`config.mk`:
```
export PLATFORM = sky130hd
export DESIGN_NAME = pipelined_adder
export DESIGN_NICKNAME = d
export VERILOG_FILES = /design/src/rtl/pipelined_adder.sv
export SDC_FILE = /design/constraint.sdc
export NUM_CORES = 1
export LEC_CHECK = 0
export BUFFER_PORTS_ARGS = -buffer_cell sky130_fd_sc_hd__buf_4
export CAP_MARGIN = 20
export CORE_MARGIN = 10
export CORE_UTILIZATION = 55
export CTS_CLUSTER_DIAMETER = 80
export DETAILED_ROUTE_END_ITERATION = 16
export MAX_ROUTING_LAYER = met4
export PLACE_DENSITY = 0.78
export SLEW_MARGIN = 20
export SYNTH_ARGS = -nofsm -noshare
export SYNTH_HDL_FRONTEND = slang
export SYNTH_SLANG_ARGS = --single-unit
```
`constraint.sdc`:
```
create_clock -name clk -period 4 [get_ports clk]
set_input_delay 0.6 -clock clk [delete_from_list [all_inputs] [get_ports clk]]
set_output_delay 0.6 -clock clk [all_outputs]
set_load 0.05 [all_outputs]
```
`src/rtl/pipelined_adder.sv`:
```
// Streaming WIDTH-bit adder: one CHUNK-bit slice per stage, carry registered between stages, valid/ready flow control.
// Optional signed-overflow output `ovf` is built when PIPELINED_ADDER_OVF_EN is defined.
module pipelined_adder #(
  parameter int WIDTH  = 16,
  parameter int STAGES = 4
) (
  input  logic             clk,
  input  logic             rst_n,
  input  logic             in_valid,
  output logic             in_ready,
  input  logic [WIDTH-1:0] x,
  input  logic [WIDTH-1:0] y,
  input  logic             cin,
  output logic             out_valid,
  input  logic             out_ready,
  output logic [WIDTH-1:0] s,
  output logic             cout
`ifdef PIPELINED_ADDER_OVF_EN
  ,
  output logic             ovf
`endif
);

  localparam int CHUNK = WIDTH / STAGES;

  logic [STAGES-1:0] valid_s;
  logic [STAGES-1:0] rdy_s;

  // A stage may load when it is empty or everything downstream of it can advance
  always_comb begin
    logic down;
    down  = out_ready;
    rdy_s = '0;
    for (int k = STAGES - 1; k >= 0; k--) begin
      rdy_s[k] = !valid_s[k] || down;
      down     = rdy_s[k];
    end
  end

  assign in_ready = rdy_s[0];

  for (genvar k = 0; k < STAGES; k++) begin : g_stage
    // Operand bits still to be consumed on entry to this stage
    localparam int IW = (STAGES - k) * CHUNK;

    logic                      in_valid_s;
    logic                      in_carry_s;
    logic [IW-1:0]             in_x_s;
    logic [IW-1:0]             in_y_s;
    logic [CHUNK:0]            add_s;
    logic [(k+1)*CHUNK-1:0]    next_sum_s;
    logic                      valid_r;
    logic                      carry_r;
    logic [(k+1)*CHUNK-1:0]    sum_r;

    assign add_s = {1'b0, in_x_s[CHUNK-1:0]} + {1'b0, in_y_s[CHUNK-1:0]}
                 + {{CHUNK{1'b0}}, in_carry_s};

    if (k == 0) begin : g_src
      assign in_valid_s = in_valid;
      assign in_carry_s = cin;
      assign in_x_s     = x;
      assign in_y_s     = y;
      assign next_sum_s = add_s[CHUNK-1:0];
    end else begin : g_src
      assign in_valid_s = g_stage[k-1].valid_r;
      assign in_carry_s = g_stage[k-1].carry_r;
      assign in_x_s     = g_stage[k-1].g_ops.x_r;
      assign in_y_s     = g_stage[k-1].g_ops.y_r;
      assign next_sum_s = {add_s[CHUNK-1:0], g_stage[k-1].sum_r};
    end

    // Valid, carry and accumulated sum; data only moves when a real beat arrives
    always_ff @(posedge clk or negedge rst_n) begin
      if (!rst_n) begin
        valid_r <= 1'b0;
        carry_r <= 1'b0;
        sum_r   <= '0;
      end else if (rdy_s[k]) begin
        valid_r <= in_valid_s;
        if (in_valid_s) begin
          carry_r <= add_s[CHUNK];
          sum_r   <= next_sum_s;
        end
      end
    end

    assign valid_s[k] = valid_r;

    if (k < STAGES - 1) begin : g_ops
      logic [IW-CHUNK-1:0] x_r;
      logic [IW-CHUNK-1:0] y_r;

      // Unused upper operand chunks travel alongside the partial sum
      always_ff @(posedge clk or negedge rst_n) begin
        if (!rst_n) begin
          x_r <= '0;
          y_r <= '0;
        end else if (rdy_s[k] && in_valid_s) begin
          x_r <= in_x_s[IW-1:CHUNK];
          y_r <= in_y_s[IW-1:CHUNK];
        end
      end
    end

`ifdef PIPELINED_ADDER_OVF_EN
    if (k == STAGES - 1) begin : g_ovf
      logic ovf_r;

      // Carry into the MSB is recovered as x_msb ^ y_msb ^ sum_msb
      always_ff @(posedge clk or negedge rst_n) begin
        if (!rst_n) begin
          ovf_r <= 1'b0;
        end else if (rdy_s[k] && in_valid_s) begin
          ovf_r <= in_x_s[CHUNK-1] ^ in_y_s[CHUNK-1] ^ add_s[CHUNK-1] ^ add_s[CHUNK];
        end
      end
    end
`endif
  end

  assign out_valid = g_stage[STAGES-1].valid_r;
  assign s         = g_stage[STAGES-1].sum_r;
  assign cout      = g_stage[STAGES-1].carry_r;
`ifdef PIPELINED_ADDER_OVF_EN
  assign ovf       = g_stage[STAGES-1].g_ovf.ovf_r;
`endif

endmodule

```
==> impl_metrics.ini, run 1 <==
[run_status]
outcome = completed

[clock_network]
cts_root_buffer = clkbuf_8
ctsLongestPathBuffers = 2
clock-sinks = 96
cts_resized = 0
cts_setup_buffers = 0
cts_buffers = 9
clk_pin_slew_ns = 0.09
cts_tree = built
worstSkewPairLatency_ns = 0.35
cts_htree_levels = 3
cts_hold_buf = 0

[synth]
ys_seq_elements = 96
syn_area_um2 = 4113
seq_area_frac_synth_pct = 58.41
synth_nets = 339
syn_area_per_cell_um2 = 14.58
syn-instance-count = 282
ys_warn_count = 0
synthDistinctLibCells = 21

[cells_and_area]
final_area_um2 = 4776
syn_to_final_growth_pct = 16.12
drive_above_1_share_pct = 43.15
diodes = 0
postLayoutCoreUtil_pct = 65.84
fin_nets = 396

[floorplanning]
io_pins = 56
core_area_um2 = 7253
die_width_um = 106.5
start_util_pct = 56.70
die_area_um2 = 11340
num_rows = 31
die_y_um = 106.5

[detailed_routing]
wl_mm = 6.614
routedWlPerCell_um = 14.96
route.detailed.drc = 0
drtPass1Iterations = 4
ant_nets = 0
via_per_inst = 5.102
dr.first_iter.drc_count = 43
vias = 2255

[job]
cap_violations = 0

[timing]
setup_viol = 0
hold_violations = 0
rsz0062_at_grt = no
fin_setup_tns_ns = 0
tightestPinTransition_ns = 1.005
timing.hold.ws_ns = 0.3578
relSlewSlack_pct = 32.76
timing.final.crit_share_pct = 51.38
clock.fmax_mhz = 486.5
clock_skew_ns = 0.01050
period_needed_ns = 2.055
slew_viol_final = 0

[worst_setup_path]
cp-start-kind = flip-flop
cp-end-kind = output port
arrival_ns = 1.46
critPathKind = reg -> out
critPathMaxFanout = 4
cp.required_ns = 3.40

[global_route]
grtUsageTotal_pct = 13.04
grt_pass1_vias = 2462
grt_overflow = 0
antenna_found_initial = 0
grt_pass1_wl_mm = 11.54
grt_max_degree = 74

[power]
ir_worst_vdd_mv = 0.2831
p_per_area_nw_per_um2 = 690.8
power.leakage_nw = 2.234
total_power_mw = 3.299

[place]
place_congestion = 0.7590
post-dp-hpwl_mm = 4.789
placement.io_buffers = 55
placed_area_um2 = 4571

[worst_hold_path]
hold_path_class = in -> async
[metal layers]
| layer | vias to the layer above | global-route usage (%) | part of all wire (%) |
|---|---|---|---|
| met3 | 10 | 2.838 | 3.7 |
| met2 | 40 | 21.82 | 52 |
| met4 | 0 | 6.093 | 1.8 |
| met1 | 1132 | 14.63 | 42 |
| li1 | 1073 | - | - |
| met5 | - | - | 0 |
[cell usage after synthesis]
master | instances | area [um2]
dfrtp_1 | 96 | 2402
mux2_2 | 75 | 844.6
nand2_1 | 18 | 67.56
o21ai_0 | 15 | 75.07
inv_1 | 13 | 48.80
ha_1 | 12 | 150.1
a21o_1 | 8 | 60.06
a21oi_1 | 8 | 40.04
fa_1 | 8 | 160.2
xor2_1 | 7 | 61.31
buf_6 | 5 | 56.30
nand2b_1 | 4 | 25.02
buf_2 | 3 | 15.01
buf_4 | 2 | 15.01
mux2_1 | 2 | 22.52
nand2_2 | 1 | 6.260
nand3b_1 | 1 | 7.510
nand4b_4 | 1 | 23.77
o21ai_4 | 1 | 16.27
or2_2 | 1 | 6.260
xnor2_1 | 1 | 8.760
[cells by family after synthesis]
kind of cell,share of synthesized area [%]
flops,58.41
mux,21.08
compound gates,4.655
simple gates,3.316
buf+inv,3.285
fa+ha+maj,7.545
xor+xnor,1.704
[sequential cells by signal (all words and copies together) (netlist names)]
name               cells
s                     16
g_stage.g_ops.x_r     24
g_stage.g_ops.y_r     24
out_valid              1
cout                   1
g_stage.carry_r        3
g_stage.valid_r        3
g_stage.sum_r         24
[cell type report]
| class | count | area [um2] |
|---|---|---|
| Tap cell | 99 | 123.9 |
| Fill cell | 571 | 2477 |
| Sequential cell | 96 | 2402 |
| Clock inverter | 3 | 67.56 |
| Multi-Input combinational cell | 163 | 1578 |
| Inverter | 13 | 48.80 |
| Timing Repair Buffer | 56 | 420.4 |
| Clock buffer | 12 | 135.1 |
[through the flow]
| stage | cells | setup slack (ns) |
|---|---|---|
| 3_5_place_dp | 427 | 1.632 |
| 3_3_place_gp | 427 | 1.711 |
| 2_1_floorplan | 282 | 2.088 |
| 5_1_grt | 442 | 1.883 |
| 6_report | 442 | 1.945 |
| 4_1_cts | 442 | 1.936 |
[path summary, 6_finish.rpt]
path | start | to | slack (ns) | cells past startpoint
worst max-delay path | out_valid$_DFFE_PN0P_ | in_ready | 1.94 | 3
worst min-delay path | rst_n | s[1]$_DFFE_PN0P_ | 0.36 | 1
worst max register to register | out_valid$_DFFE_PN0P_ | g_stage[0].g_ops.x_r[5]$_DFFE_PN0P_ | 2.06 | 3
worst min register to register | g_stage[1].sum_r[5]$_DFFE_PN0P_ | g_stage[1].sum_r[5]$_DFFE_PN0P_ | 0.48 | 2
max in group asynchronous | rst_n | g_stage[0].g_ops.y_r[6]$_DFFE_PN0P_ | 2.78 | 2
min in group clk | y[6] | g_stage[0].g_ops.y_r[2]$_DFFE_PN0P_ | 0.46 | 2
[report_power, final]
group	switching [mW]	total [mW]	internal, mW
Combinational	0.636	1.17	0.529
Sequential	0.183	1.48	1.29
Clock	0.307	0.657	0.350
[critical path, cell delays in order (launching register included)]
cell,delay (ns)
dfrtp_1,0.44
nand4b_4,0.15
or2_2,0.31
buf_4,0.20
[placed cells by master, fill, tap and decap left out, types with 9 or more instances in the layout]
cell type / Yosys / routed
dfrtp_1: 96 / 96
mux2_2: 75 / 75
buf_4: 2 / 56
nand2_1: 18 / 17
o21ai_0: 15 / 15
inv_1: 13 / 13
ha_1: 12 / 12
clkbuf_8: 0 / 9
(Power assumes the default switching activity.)
==> run 2: changes to the inputs <==
==> constraint.sdc (replaced) <==
create_clock -name clk -period 2.1 [get_ports clk]
set_input_delay 0.315 -clock clk [delete_from_list [all_inputs] [get_ports clk]]
set_output_delay 0.315 -clock clk [all_outputs]
set_load 0.05 [all_outputs]
==> impl_metrics.ini, run 2 (synthesis results as in run 1) <==
[worst_setup_path]
cp.required_ns = 2.32
cp-start-kind = flip-flop
regToRegSetupSlack_ns = 0.30
worstReg2RegStart = g_stage[2].carry_r$_DFFE_PN0P_
critPathMaxFanout = 2
critPathKind = reg -> reg
cp-end-kind = flip-flop
r2r-end = cout$_DFFE_PN0P_
arrival_ns = 2.02
rr_worst_depth = 5

[detailed_routing]
wl_mm = 6.724
ant_nets = 0
drtPass1Iterations = 4
routedWlPerCell_um = 14.98
route.detailed.drc = 0
vias = 2273
via_per_inst = 5.062
dr.first_iter.drc_count = 31

[timing]
slew_viol_final = 0
setup_viol = 0
clock_skew_ns = 0.01045
rsz0062_at_grt = no
clock.fmax_mhz = 556.3
timing.final.crit_share_pct = 85.60
hold_violations = 0
relSlewSlack_pct = 63.71
timing.hold.ws_ns = 0.1737
tightestPinTransition_ns = 0.5424
fin_setup_tns_ns = 0
period_needed_ns = 1.798

[floorplanning]
die_width_um = 106.5
num_rows = 31
die_area_um2 = 11340
core_area_um2 = 7253
io_pins = 56
start_util_pct = 56.70
die_y_um = 106.5

[clock_network]
cts_buffers = 9
worstSkewPairLatency_ns = 0.35
ctsLongestPathBuffers = 2
clock-sinks = 96
cts_htree_levels = 3
cts_root_buffer = clkbuf_8
clk_pin_slew_ns = 0.09
cts_resized = 0
cts_setup_buffers = 0
cts_tree = built

[power]
clkPwrFrac_pct = 21.8
p_comb_share_pct = 34.9
seq_power_share_pct = 43.3
power_switching_share_pct = 34.07
p_int_mw = 4.291
ir_worst_vdd_mv = 0.5387
p_sw_mw = 2.217
power.leakage_nw = 2.290
p_per_area_nw_per_um2 = 1332

[place]
place_congestion = 0.7551
dp.cells = 432
placement.io_buffers = 55
post-dp-hpwl_mm = 4.887

[cells_and_area]
reg_top3 = g_stage.g_ops.x_r x24, g_stage.g_ops.y_r x24, g_stage.sum_r x24
fin_nets = 402
final_cell_count_no_fill = 449
drive_above_1_share_pct = 44.57
diodes = 0
final_common_cell = dfrtp_1
syn_to_final_growth_pct = 18.80
layout_common_cells = 96 x dfrtp_1, 75 x mux2_2, 59 x buf_4, 18 x nand2_1, 15 x o21ai_0

[worst_hold_path]
hold_path_class = in -> reg
hold_end = g_stage[0].g_ops.x_r[9]$_DFFE_PN0P_
min_from = x[13]
min_delay_path_depth = 2

[global_route]
grt_pass1_wl_mm = 12.11
grt_pass1_vias = 2534
grt_max_degree = 42
antenna_found_initial = 0
grt_overflow = 0
grtUsageTotal_pct = 13.68

[job]
cap_violations = 0

[run_status]
outcome = completed
[run 2: per-layer routing]
metal | vias up | track usage [%] | routed length [um]
li1 | 1089 | - | -
met1 | 1143 | 15.82 | 3022
met2 | 35 | 22.44 | 3407
met3 | 6 | 3.019 | 204
met4 | 0 | 6.093 | 88
met5 | - | - | 0
[run 2: area by class of cell]
type	instances	area, um2
flip-flops and latches	96	2402
fillers	549	2367
multi-input cells	163	1575
repair buffers	62	493.0
clock buffers	9	123.9
well taps	99	123.9
clock inverters	7	118.9
inverters	13	48.80
[run 2: worst max-delay path by stage]
stage | start | endpoint
floorplan | out_valid$_DFFE_PN0P_ | g_stage[0].g_ops.x_r[0]$_DFFE_PN0P_
global placement | g_stage[2].carry_r$_DFFE_PN0P_ | cout$_DFFE_PN0P_
detailed placement | g_stage[2].carry_r$_DFFE_PN0P_ | cout$_DFFE_PN0P_
CTS | g_stage[2].carry_r$_DFFE_PN0P_ | cout$_DFFE_PN0P_
global route | g_stage[2].carry_r$_DFFE_PN0P_ | cout$_DFFE_PN0P_
finish | g_stage[2].carry_r$_DFFE_PN0P_ | cout$_DFFE_PN0P_
[run 2: power groups by stage]
| stage | clock (mW) | sequential, mW | combinational, mW |
|---|---|---|---|
| 3_3_place_gp | 0 | 2.83 | 2.24 |
| 6_report | 1.42 | 2.82 | 2.27 |
| 4_1_cts | 1.45 | 2.83 | 2.32 |
| 5_1_grt | 1.55 | 2.91 | 2.52 |
| 3_5_place_dp | 0 | 2.86 | 2.31 |
| 2_1_floorplan | 0 | 3.33 | 1.15 |
[run 2: stage by stage]
step                setup WS, ns  utilization [%]  power, mW  cell area (um2)
global placement          0.3513            63.88      5.068             4633
finish                    0.3024            67.36      6.508             4886
floorplan                 0.3698                -      4.485             4113
CTS                       0.3019            67.36      6.600             4886
global route              0.1852            67.36      6.972             4886
detailed placement        0.3211            63.88      5.169             4633
[run 2: critical path, stage by stage (launching register included)]
cell	delay (ns)
dfrtp_1	0.42
fa_1	0.46
fa_1	0.41
a21o_1	0.18
a21oi_1	0.13
o21ai_0	0.08
[run 2: timing repair]
item,4_1_cts,5_1_grt
hold endpoints to repair,35,0
hold buffers,1,0
setup endpoints to repair,0,0
